## src/rtl/issue_scoreboard.sv

```systemverilog
// Dual-issue in-order register scoreboard: tracks per-register pending results with
// per-class forwarding countdowns and decides which of two slots may issue each cycle.
module issue_scoreboard #(
  parameter int unsigned LAT_ALU = 1,
  parameter int unsigned LAT_BRU = 1,
  parameter int unsigned LAT_MUL = 3,
  parameter int unsigned LAT_MEM = 2
) (
  input  logic            clk,
  input  logic            resetn,
  input  logic            flush,
  input  logic            stall_in,
  input  logic [1:0]      in_valid,
  input  logic [1:0][4:0] src1_addr,
  input  logic [1:0][4:0] src2_addr,
  input  logic [1:0]      src1_used,
  input  logic [1:0]      src2_used,
  input  logic [1:0]      dst_wen,
  input  logic [1:0][4:0] dst_addr,
  input  logic [1:0][2:0] exec_class,
  input  logic [1:0]      wb_valid,
  input  logic [1:0][4:0] wb_addr,
  output logic [1:0]      issue_fire,
  output logic [31:0]     stall_cycles
);

  localparam logic [2:0] CntWaitWb = 3'd7;

  // Entry 0 exists only to keep indexing uniform; it is held at zero.
  logic [31:0]      busy_q, busy_d;
  logic [31:0][2:0] cnt_q, cnt_d;
  logic [31:0]      stall_q, stall_d;

  logic [31:0] reg_rdy;
  logic [31:0] div_pend;
  logic [31:0] wb_hit;
  logic [1:0]  src_ok, waw_ok, alloc;
  logic        raw01, waw01;

  function automatic logic [2:0] class_lat(input logic [2:0] c);
    case (c)
      3'd0:    class_lat = 3'(LAT_ALU);
      3'd1:    class_lat = 3'(LAT_BRU);
      3'd2:    class_lat = 3'(LAT_MUL);
      3'd3:    class_lat = 3'(LAT_MEM);
      default: class_lat = CntWaitWb;
    endcase
  endfunction

  // A count of 1 means the result is forwarded into a consumer issuing this cycle.
  always_comb begin
    reg_rdy  = '0;
    div_pend = '0;
    wb_hit   = '0;
    for (int r = 0; r < 32; r++) begin
      wb_hit[r]   = (wb_valid[0] && wb_addr[0] == 5'(r)) || (wb_valid[1] && wb_addr[1] == 5'(r));
      div_pend[r] = (r != 0) && busy_q[r] && (cnt_q[r] == CntWaitWb);
      reg_rdy[r]  = (r == 0) || !busy_q[r] || (cnt_q[r] <= 3'd1) || wb_hit[r];
    end
  end

  always_comb begin
    src_ok = '0;
    waw_ok = '0;
    alloc  = '0;
    for (int i = 0; i < 2; i++) begin
      src_ok[i] = (!src1_used[i] || reg_rdy[src1_addr[i]]) &&
                  (!src2_used[i] || reg_rdy[src2_addr[i]]);
      alloc[i]  = dst_wen[i] && (dst_addr[i] != 5'd0);
      waw_ok[i] = !(alloc[i] && div_pend[dst_addr[i]]);
    end
    raw01 = alloc[0] && ((src1_used[1] && src1_addr[1] == dst_addr[0]) ||
                         (src2_used[1] && src2_addr[1] == dst_addr[0]));
    waw01 = alloc[0] && alloc[1] && (dst_addr[0] == dst_addr[1]);

    issue_fire    = '0;
    issue_fire[0] = resetn && in_valid[0] && !stall_in && !flush && src_ok[0] && waw_ok[0];
    issue_fire[1] = issue_fire[0] && in_valid[1] && src_ok[1] && !raw01 && !waw01 && waw_ok[1];
  end

  always_comb begin
    busy_d = busy_q;
    cnt_d  = cnt_q;
    for (int r = 1; r < 32; r++) begin
      if (wb_hit[r]) begin
        busy_d[r] = 1'b0;
        cnt_d[r]  = 3'd0;
      end else if (busy_q[r] && cnt_q[r] != 3'd0 && cnt_q[r] != CntWaitWb) begin
        cnt_d[r] = cnt_q[r] - 3'd1;
      end
    end
    // Allocation overrides a same-cycle writeback to the same register.
    for (int i = 0; i < 2; i++) begin
      if (issue_fire[i] && alloc[i]) begin
        busy_d[dst_addr[i]] = 1'b1;
        cnt_d[dst_addr[i]]  = class_lat(exec_class[i]);
      end
    end
    if (flush) begin
      busy_d = '0;
      cnt_d  = '0;
    end
    busy_d[0] = 1'b0;
    cnt_d[0]  = 3'd0;
  end

  always_comb begin
    stall_d = stall_q;
    if (in_valid[0] && !issue_fire[0] && stall_q != 32'hFFFF_FFFF) begin
      stall_d = stall_q + 32'd1;
    end
  end

  always_ff @(posedge clk or negedge resetn) begin
    if (!resetn) begin
      busy_q  <= '0;
      cnt_q   <= '0;
      stall_q <= '0;
    end else begin
      busy_q  <= busy_d;
      cnt_q   <= cnt_d;
      stall_q <= stall_d;
    end
  end

  assign stall_cycles = stall_q;

endmodule

```

## config.mk

```make
export PLATFORM = sky130hd
export DESIGN_NAME = issue_scoreboard
export DESIGN_NICKNAME = d
export VERILOG_FILES = /design/src/rtl/issue_scoreboard.sv
export SDC_FILE = /design/constraint.sdc
export NUM_CORES = 1
export LEC_CHECK = 0
export CAP_MARGIN = 15
export CORE_MARGIN = 5
export CORE_UTILIZATION = 50
export DETAILED_ROUTE_END_ITERATION = 12
export GPL_TIMING_DRIVEN = 0
export PLACE_DENSITY = 0.66
export SLEW_MARGIN = 5
export SYNTH_ARGS = -nofsm -noshare
export SYNTH_HDL_FRONTEND = slang
export SYNTH_SLANG_ARGS = --single-unit
```

## constraint.sdc

```tcl
create_clock -name clk -period 4.4 [get_ports clk]
set_input_delay 0.44 -clock clk [delete_from_list [all_inputs] [get_ports clk]]
set_output_delay 0.44 -clock clk [all_outputs]
set_load 0.01 [all_outputs]
```

==> results by group, run 1 <==
GRT
  – Global Route Usage Sum: 0.370
  – Initial antenna violation count: 1
  – Number of global-route vias before repair: 15300
  – First-pass GRT wire length: 94800 µm
  – Gr ovfl total: 0
  – Largest net degree at the start of global routing: 96

Setup path
  – Crit end category: flip-flop
  – Worst reg-to-reg path cell count: 15
  – Worst reg2reg path startpoint: cnt_q[51]
  – WP data required: 4.66 ns
  – Critical path type: primary input to flip-flop
  – Crit path DAT: 4.67 ns
  – R2R setup slack: 0.07 ns
  – Reg-to-Reg End: cnt_q[33]
  – Critical Path Fanout Max: 10
  – Critical path launch point type: primary input

Logic synthesis
  – Number of synthesized flops with an enable pin: 0
  – Post-Synthesis Cells: 1806
  – Synth cell count leaders: 156 x dfrtp_1, 153 x nand2_1, 128 x nor2_1
  – Synth Register Bits: 156
  – Synth area leader: dfrtp_1
  – Post-synthesis cell area: 0.0152 mm²
  – Post-synth top area share: 0.257
  – Synth Flop Type: dfrtp_1
  – Main area contributors after synthesis: dfrtp_1 26%, ha_1 10%, mux2i_1 5.9%
  – Sequential area share after synthesis: 0.257
  – Top-count cell post-synth: dfrtp_1
  – Synth cell types: 80
  – Synth Net Count: 1989
  – Yosys Warn Count: 0
  – Post-Syn Area per Cell: 8.41 µm²
  – Fraction of registers with async set or reset after synthesis: 1.00

CTS
  – Clk buf depth: 2
  – Clk slew on worst S/H paths: 0.08 ns
  – H-tree Lvls: 4
  – Clk Latency, worst-skew pair: 0.46 ns
  – Root buffer cell: clkbuf_16
  – Num CTS Buffers: 17
  – CTS tree: yes
  – CTS sink cnt: 156

STA
  – Max Clock Freq: 0.227 GHz
  – Slew Limit Fails: 0
  – Fin. Hold Viols: 0
  – Setup repair after global routing missed its margin: false
  – Min Hold Slack: 0.463 ns
  – Setup TNS: -0.0112 ns
  – Post-route minimum period: 4.41 ns
  – Relative slew slack: 0.163
  – Final Worst Setup Slack: -0.0112 ns
  – Final Cycle Share: 1.00
  – Worst Tran Pin Value: 1.26 ns
  – Final setup viols: 1
  – Layout Skew: 0.0182 ns

Floorplanning
  – Ports: 94
  – Initial core utilization: 0.510
  – Die H: 184 µm
  – Core area: 0.0298 mm²
  – Die extent in x: 184 µm
  – Die ar.: 0.0339 mm²
  – Num rows: 63

Drt
  – Vias: 15800
  – DRT Pass-1 Iters: 5
  – Wire per inst: 27.6 µm
  – Drt total wl: 64200 µm
  – Detail Route Antenna Nets: 0
  – Avg Vias per Cell: 6.79
  – DRC viols: 0
  – DRT iter0 DRCs: 2057

Run
  – Maxcap violations: 0

Cells and area
  – Area Growth Syn to Fin: 16.8%
  – Number of diodes: 0
  – Final nets: 2109
  – Share of post-route cells with drive strength above 1: 0.117
  – Fillers: 2737

Power and ir drop
  – P_int: 2.48 mW
  – Pleak: 6.92 nW
  – Clk pwr share: 0.411
  – Combinational Power Share: 0.190
  – Pwr Density: 214 mW/mm²
  – Sequential power share: 0.399
  – Switch share: 0.345
  – Maximum VDD drop: 0.000240 V
  – Sw Pwr: 1.31 mW

Placed design
  – RD Place Congestion: 1.12
  – Pre-CTS WS: -1.67 ns
  – Dpl hpwl: 48400 µm
  – Port Buffers: 80

Worst hold path
  – WHS Path Cells: 3
  – Hold WC Path Type: primary input to flip-flop
  – HP Start: exec_class[2]
  – WHS Endpoint: cnt_q[86]

Status
  – Failing checks: negative setup slack
  – Status: finished, violations left
cell usage in the layout (no fill, tap or decap), types with 50 or more instances in the layout:
cell type | Yosys | layout
dfrtp_1 | 156 | 156
nand2_1 | 153 | 153
a221oi_1 | 67 | 67
mux2i_1 | 90 | 90
nor2_1 | 128 | 124
clkdlybuf4s50_1 | 0 | 66
xnor2_1 | 74 | 74
o21ai_0 | 53 | 50
nand3_1 | 105 | 105
clkbuf_1 | 82 | 72
ha_1 | 123 | 123
inv_1 | 85 | 85
nand4_1 | 52 | 52
a21oi_1 | 94 | 91
cell families (layout without fill, tap and decap cells):
group	after synthesis	after routing	share of synthesized area
adders and majority gates	123	123	0.101
xor gates and xnor gates	106	106	0.0612
buffers and inverters	203	336	0.0543
AOI/OAI and AO/OA	436	436	0.210
and+or+nand+nor	658	658	0.228
DFF	156	156	0.257
muxes	124	124	0.0878
worst max path at each step:
| stage | startpoint | end | slack, ns | cells after the start |
|---|---|---|---|---|
| after CTS | cnt_q[79] | issue_fire[1] | 0.01 | 15 |
| after floorplan | wb_addr[3] | cnt_q[60] | 0.89 | 11 |
| after global routing | wb_addr[6] | issue_fire[0] | 0.006 | 15 |
| final | dst_addr[0] | cnt_q[33] | -0.01 | 16 |
| after detailed placement | dst_addr[3] | issue_fire[1] | -1.67 | 13 |
| after global placement | resetn | issue_fire[1] | -6.27 | 10 |
power by group through the flow:
stage	Sequential [mW]	Combinational [mW]	Clock (mW)
2_1_floorplan	1.55	0.311	0
3_3_place_gp	1.54	0.650	0
3_5_place_dp	1.54	0.661	0
4_1_cts	1.51	0.691	1.56
5_1_grt	1.52	0.754	1.61
6_report	1.51	0.722	1.56
sequential cells by signal, indices dropped and copies added, names as in the netlist:
signal,count
cnt_q,93
stall_cycles,32
busy_q,31
critical path: stages:
cell,delay [ns]
clkdlybuf4s50_1,0.58
buf_4,0.27
clkbuf_4,0.29
o2111ai_1,0.18
o311ai_2,0.16
nor4_1,0.15
a2111o_1,0.42
a31oi_2,0.22
nand4_1,0.13
buf_4,0.18
buf_6,0.16
nor3_4,0.15
buf_4,0.17
and3_1,0.15
clkbuf_1,0.71
a221oi_1,0.29
area by class of cell:
| type | instances | area (µm²) | share of cell area |
|---|---|---|---|
| inverters | 89 | 335 | 0.0189 |
| flip-flops and latches | 156 | 3900 | 0.220 |
| clock buffers | 17 | 425 | 0.0240 |
| plain buffers | 114 | 588 | 0.0332 |
| multi-input cells | 1447 | 10800 | 0.610 |
| repair buffers | 101 | 1000 | 0.0565 |
| clock inverters | 15 | 171 | 0.00967 |
| well taps | 390 | 488 | 0.0275 |
stage by stage:
stage | instances | instance area, µm² | power, mW | utilization
after CTS | 2327 | 17600 | 3.76 | 0.591
final | 2329 | 17700 | 3.79 | 0.595
after global routing | 2329 | 17700 | 3.89 | 0.595
after global placement | 2276 | 16500 | 2.19 | 0.553
after detailed placement | 2281 | 16500 | 2.20 | 0.555
after floorplan | 1806 | 15200 | 1.86 | -
layer usage:
| metal | wire length, µm | GRT usage |
|---|---|---|
| met4 | 5050 | 0.235 |
| met2 | 27200 | 0.550 |
| met1 | 25100 | 0.482 |
| met5 | 0 | 0 |
| met3 | 6890 | 0.0924 |
repair_timing:
action,in CTS,in global routing
buffers inserted,12,2
cloned,0,0
setup endpoints to repair,158,57
endpoints found under the hold margin,62,0
hold buffers,2,0
gates resized for setup,96,29
pin swaps,9,4
No activity file was read; power rests on OpenSTA's default activity.
==> run 2, diff against run 1 <==
--- a/config.mk
+++ b/config.mk
@@ -6,7 +6,6 @@
 export NUM_CORES = 1
 export LEC_CHECK = 0
 export CAP_MARGIN = 15
-export CORE_MARGIN = 5
 export CORE_UTILIZATION = 50
 export DETAILED_ROUTE_END_ITERATION = 12
 export GPL_TIMING_DRIVEN = 0
==> results by group, run 2 (synthesized netlist as in run 1, its figures left out) <==
Status
  – Status: finished, violations left
  – Failing checks: negative hold slack, negative setup slack

Placed design
  – Dpl hpwl: 48400 µm (about the same)
  – Port Buffers: 80 (unchanged)
  – RD Place Congestion: 1.06 (-5.2%)
  – Placed Cells: 2279 (-0.088%)
  – Pre-CTS WS: -1.71 ns (-0.0436 ns)

Floorplanning
  – Die H: 176 µm (-4.3%)
  – Die extent in x: 176 µm (-4.3%)
  – Num rows: 63 (unchanged)
  – Die ar.: 0.0311 mm² (-8.5%)
  – Core area: 0.0297 mm² (-0.26%)
  – Initial core utilization: 0.511 (+0.00135)
  – Ports: 94 (unchanged)

Cells and area
  – Area Growth Syn to Fin: 17.0%
  – Most frequent cells in the layout: 156 x dfrtp_1, 153 x nand2_1, 125 x nor2_1
  – Final nets: 2110 (+0.047%)
  – Number of diodes: 0 (unchanged)
  – Max reg flops: 93 (unchanged)
  – Core Util, Final: 0.598 (+0.00259)
  – Share of post-route cells with drive strength above 1: 0.119 (+0.00149)
  – Biggest register: cnt_q
  – Commonest non-fill, non-tap cell in the layout: dfrtp_1
  – Fin cells: 2330 (+0.043%)

GRT
  – Number of global-route vias before repair: 14900 (-2.5%)
  – First-pass GRT wire length: 94800 µm (about the same)
  – Gr ovfl total: 0 (unchanged)
  – Global Route Usage Sum: 0.421 (+0.0502)
  – Initial antenna violation count: 3 (+2)
  – Largest net degree at the start of global routing: 83 (-14%)

STA
  – Relative slew slack: 0.167 (+0.00387)
  – Slew Limit Fails: 0 (unchanged)
  – Fin. Hold Viols: 25 (+25)
  – Final Cycle Share: 1.02 (+0.0131)
  – Max Clock Freq: 0.224 GHz (-1.3%)
  – Post-route minimum period: 4.47 ns (+0.0578 ns)
  – Final setup viols: 7 (+6)
  – Final Worst Setup Slack: -0.0690 ns (-0.0578 ns)
  – Worst Tran Pin Value: 1.25 ns (-0.00581 ns)
  – Layout Skew: 0.0144 ns (-0.00381 ns)
  – Min Hold Slack: -0.0376 ns (-0.500 ns)

CTS
  – Root buffer cell: clkbuf_16
  – CTS sink cnt: 156 (unchanged)
  – Clk Latency, worst-skew pair: 0.46 ns (about the same)
  – Num CTS Buffers: 17 (unchanged)
  – Clk buf depth: 2 (unchanged)
  – Clk slew on worst S/H paths: 0.06 ns (-0.02 ns)
  – H-tree Lvls: 4 (unchanged)
  – Hold-fix buffers, CTS: 0 (-2)
  – CTS tree: yes

Setup path
  – Setup crit start: dst_addr[5]
  – Critical Path Fanout Max: 10 (unchanged)
  – Crit end category: flip-flop
  – R2R setup slack: 0 ns (-0.07 ns)
  – WP data required: 4.65 ns (about the same)
  – Worst reg2reg path startpoint: cnt_q[76]
  – Critical path type: primary input to flip-flop
  – Critical path launch point type: primary input
  – Crit path DAT: 4.72 ns (+0.05 ns)

Drt
  – DRT Pass-1 Iters: 8 (+3)
  – DRT iter0 DRCs: 2320 (+13%)
  – Detail Route Antenna Nets: 0 (unchanged)
  – Wire per inst: 28.0 µm (+1.7%)
  – Drt total wl: 65300 µm (+1.7%)
  – Vias: 15900 (+0.62%)
  – DRC viols: 0 (unchanged)
  – Avg Vias per Cell: 6.83 (+0.58%)

Power and ir drop
  – Maximum VDD drop: 0.000271 V (+13%)
  – Pwr Density: 213 mW/mm² (-0.41%)
  – Pleak: 6.93 nW (+0.18%)

Worst hold path
  – Hold WC Path Type: primary input to asynchronous set/reset pin

Run
  – Maxcap violations: 0 (unchanged)
[run 2: per-stage QoR]
step / cell area (µm²) / total power [mW] / setup TNS, ns
3_5_place_dp: 16500 / 2.20 / -178.05
2_1_floorplan: 15200 / 1.86 / 0
3_3_place_gp: 16500 / 2.19 / -1502.52
4_1_cts: 17700 / 3.74 / 0
6_report: 17800 / 3.78 / -0.188
5_1_grt: 17800 / 3.86 / -0.0337
[run 2: path summary, 6_finish.rpt]
check	end	cells after the start
setup / recovery	cnt_q[54]	13
hold / removal	cnt_q[54]	1
setup reg to reg	cnt_q[54]	16
hold reg to reg	stall_cycles[10]	1
max in group asynchronous	busy_q[1]	2
min in group clk	cnt_q[86]	3
[run 2: final cells by class]
cell class | instances | area [µm²]
flip-flops and latches | 156 | 3900
multi-input cells | 1447 | 10900
well taps | 390 | 488
plain buffers | 112 | 613
inverters | 89 | 335
clock inverters | 14 | 135
fillers | 2695 | 12000
clock buffers | 18 | 429
repair buffers | 104 | 997
[run 2: worst max-delay path, stage by stage]
cell,delay [ns]
clkbuf_1,0.62
buf_1,0.58
nand2_1,0.10
o21a_1,0.22
a221oi_1,0.31
a21oi_1,0.07
o221ai_1,0.43
o2111ai_2,0.30
nor3_4,0.27
buf_4,0.16
and3_1,0.14
clkbuf_1,0.75
a221oi_1,0.30
[run 2: power breakdown]
group	total [mW]	internal, mW	leakage, nW	switching, mW
Clock	1.54	0.793	0.270	0.744
Combinational	0.731	0.253	4.51	0.478
Sequential	1.51	1.47	2.15	0.0453
[run 2: repair_timing]
action | CTS | global route
resized for setup | 124 | 15
endpoints found under the setup margin | 158 | 14
buffers inserted | 19 | 2
pin swaps | 16 | 4
[run 2: metal layers]
layer / track usage / wire length (µm) / vias up
li1: - / - / 6980
met1: 0.539 / 25400 / 7664
met2: 0.620 / 27500 / 1010
met3: 0.114 / 7590 / 259
met4: 0.278 / 4770 / 4
met5: 0 / 25 / -
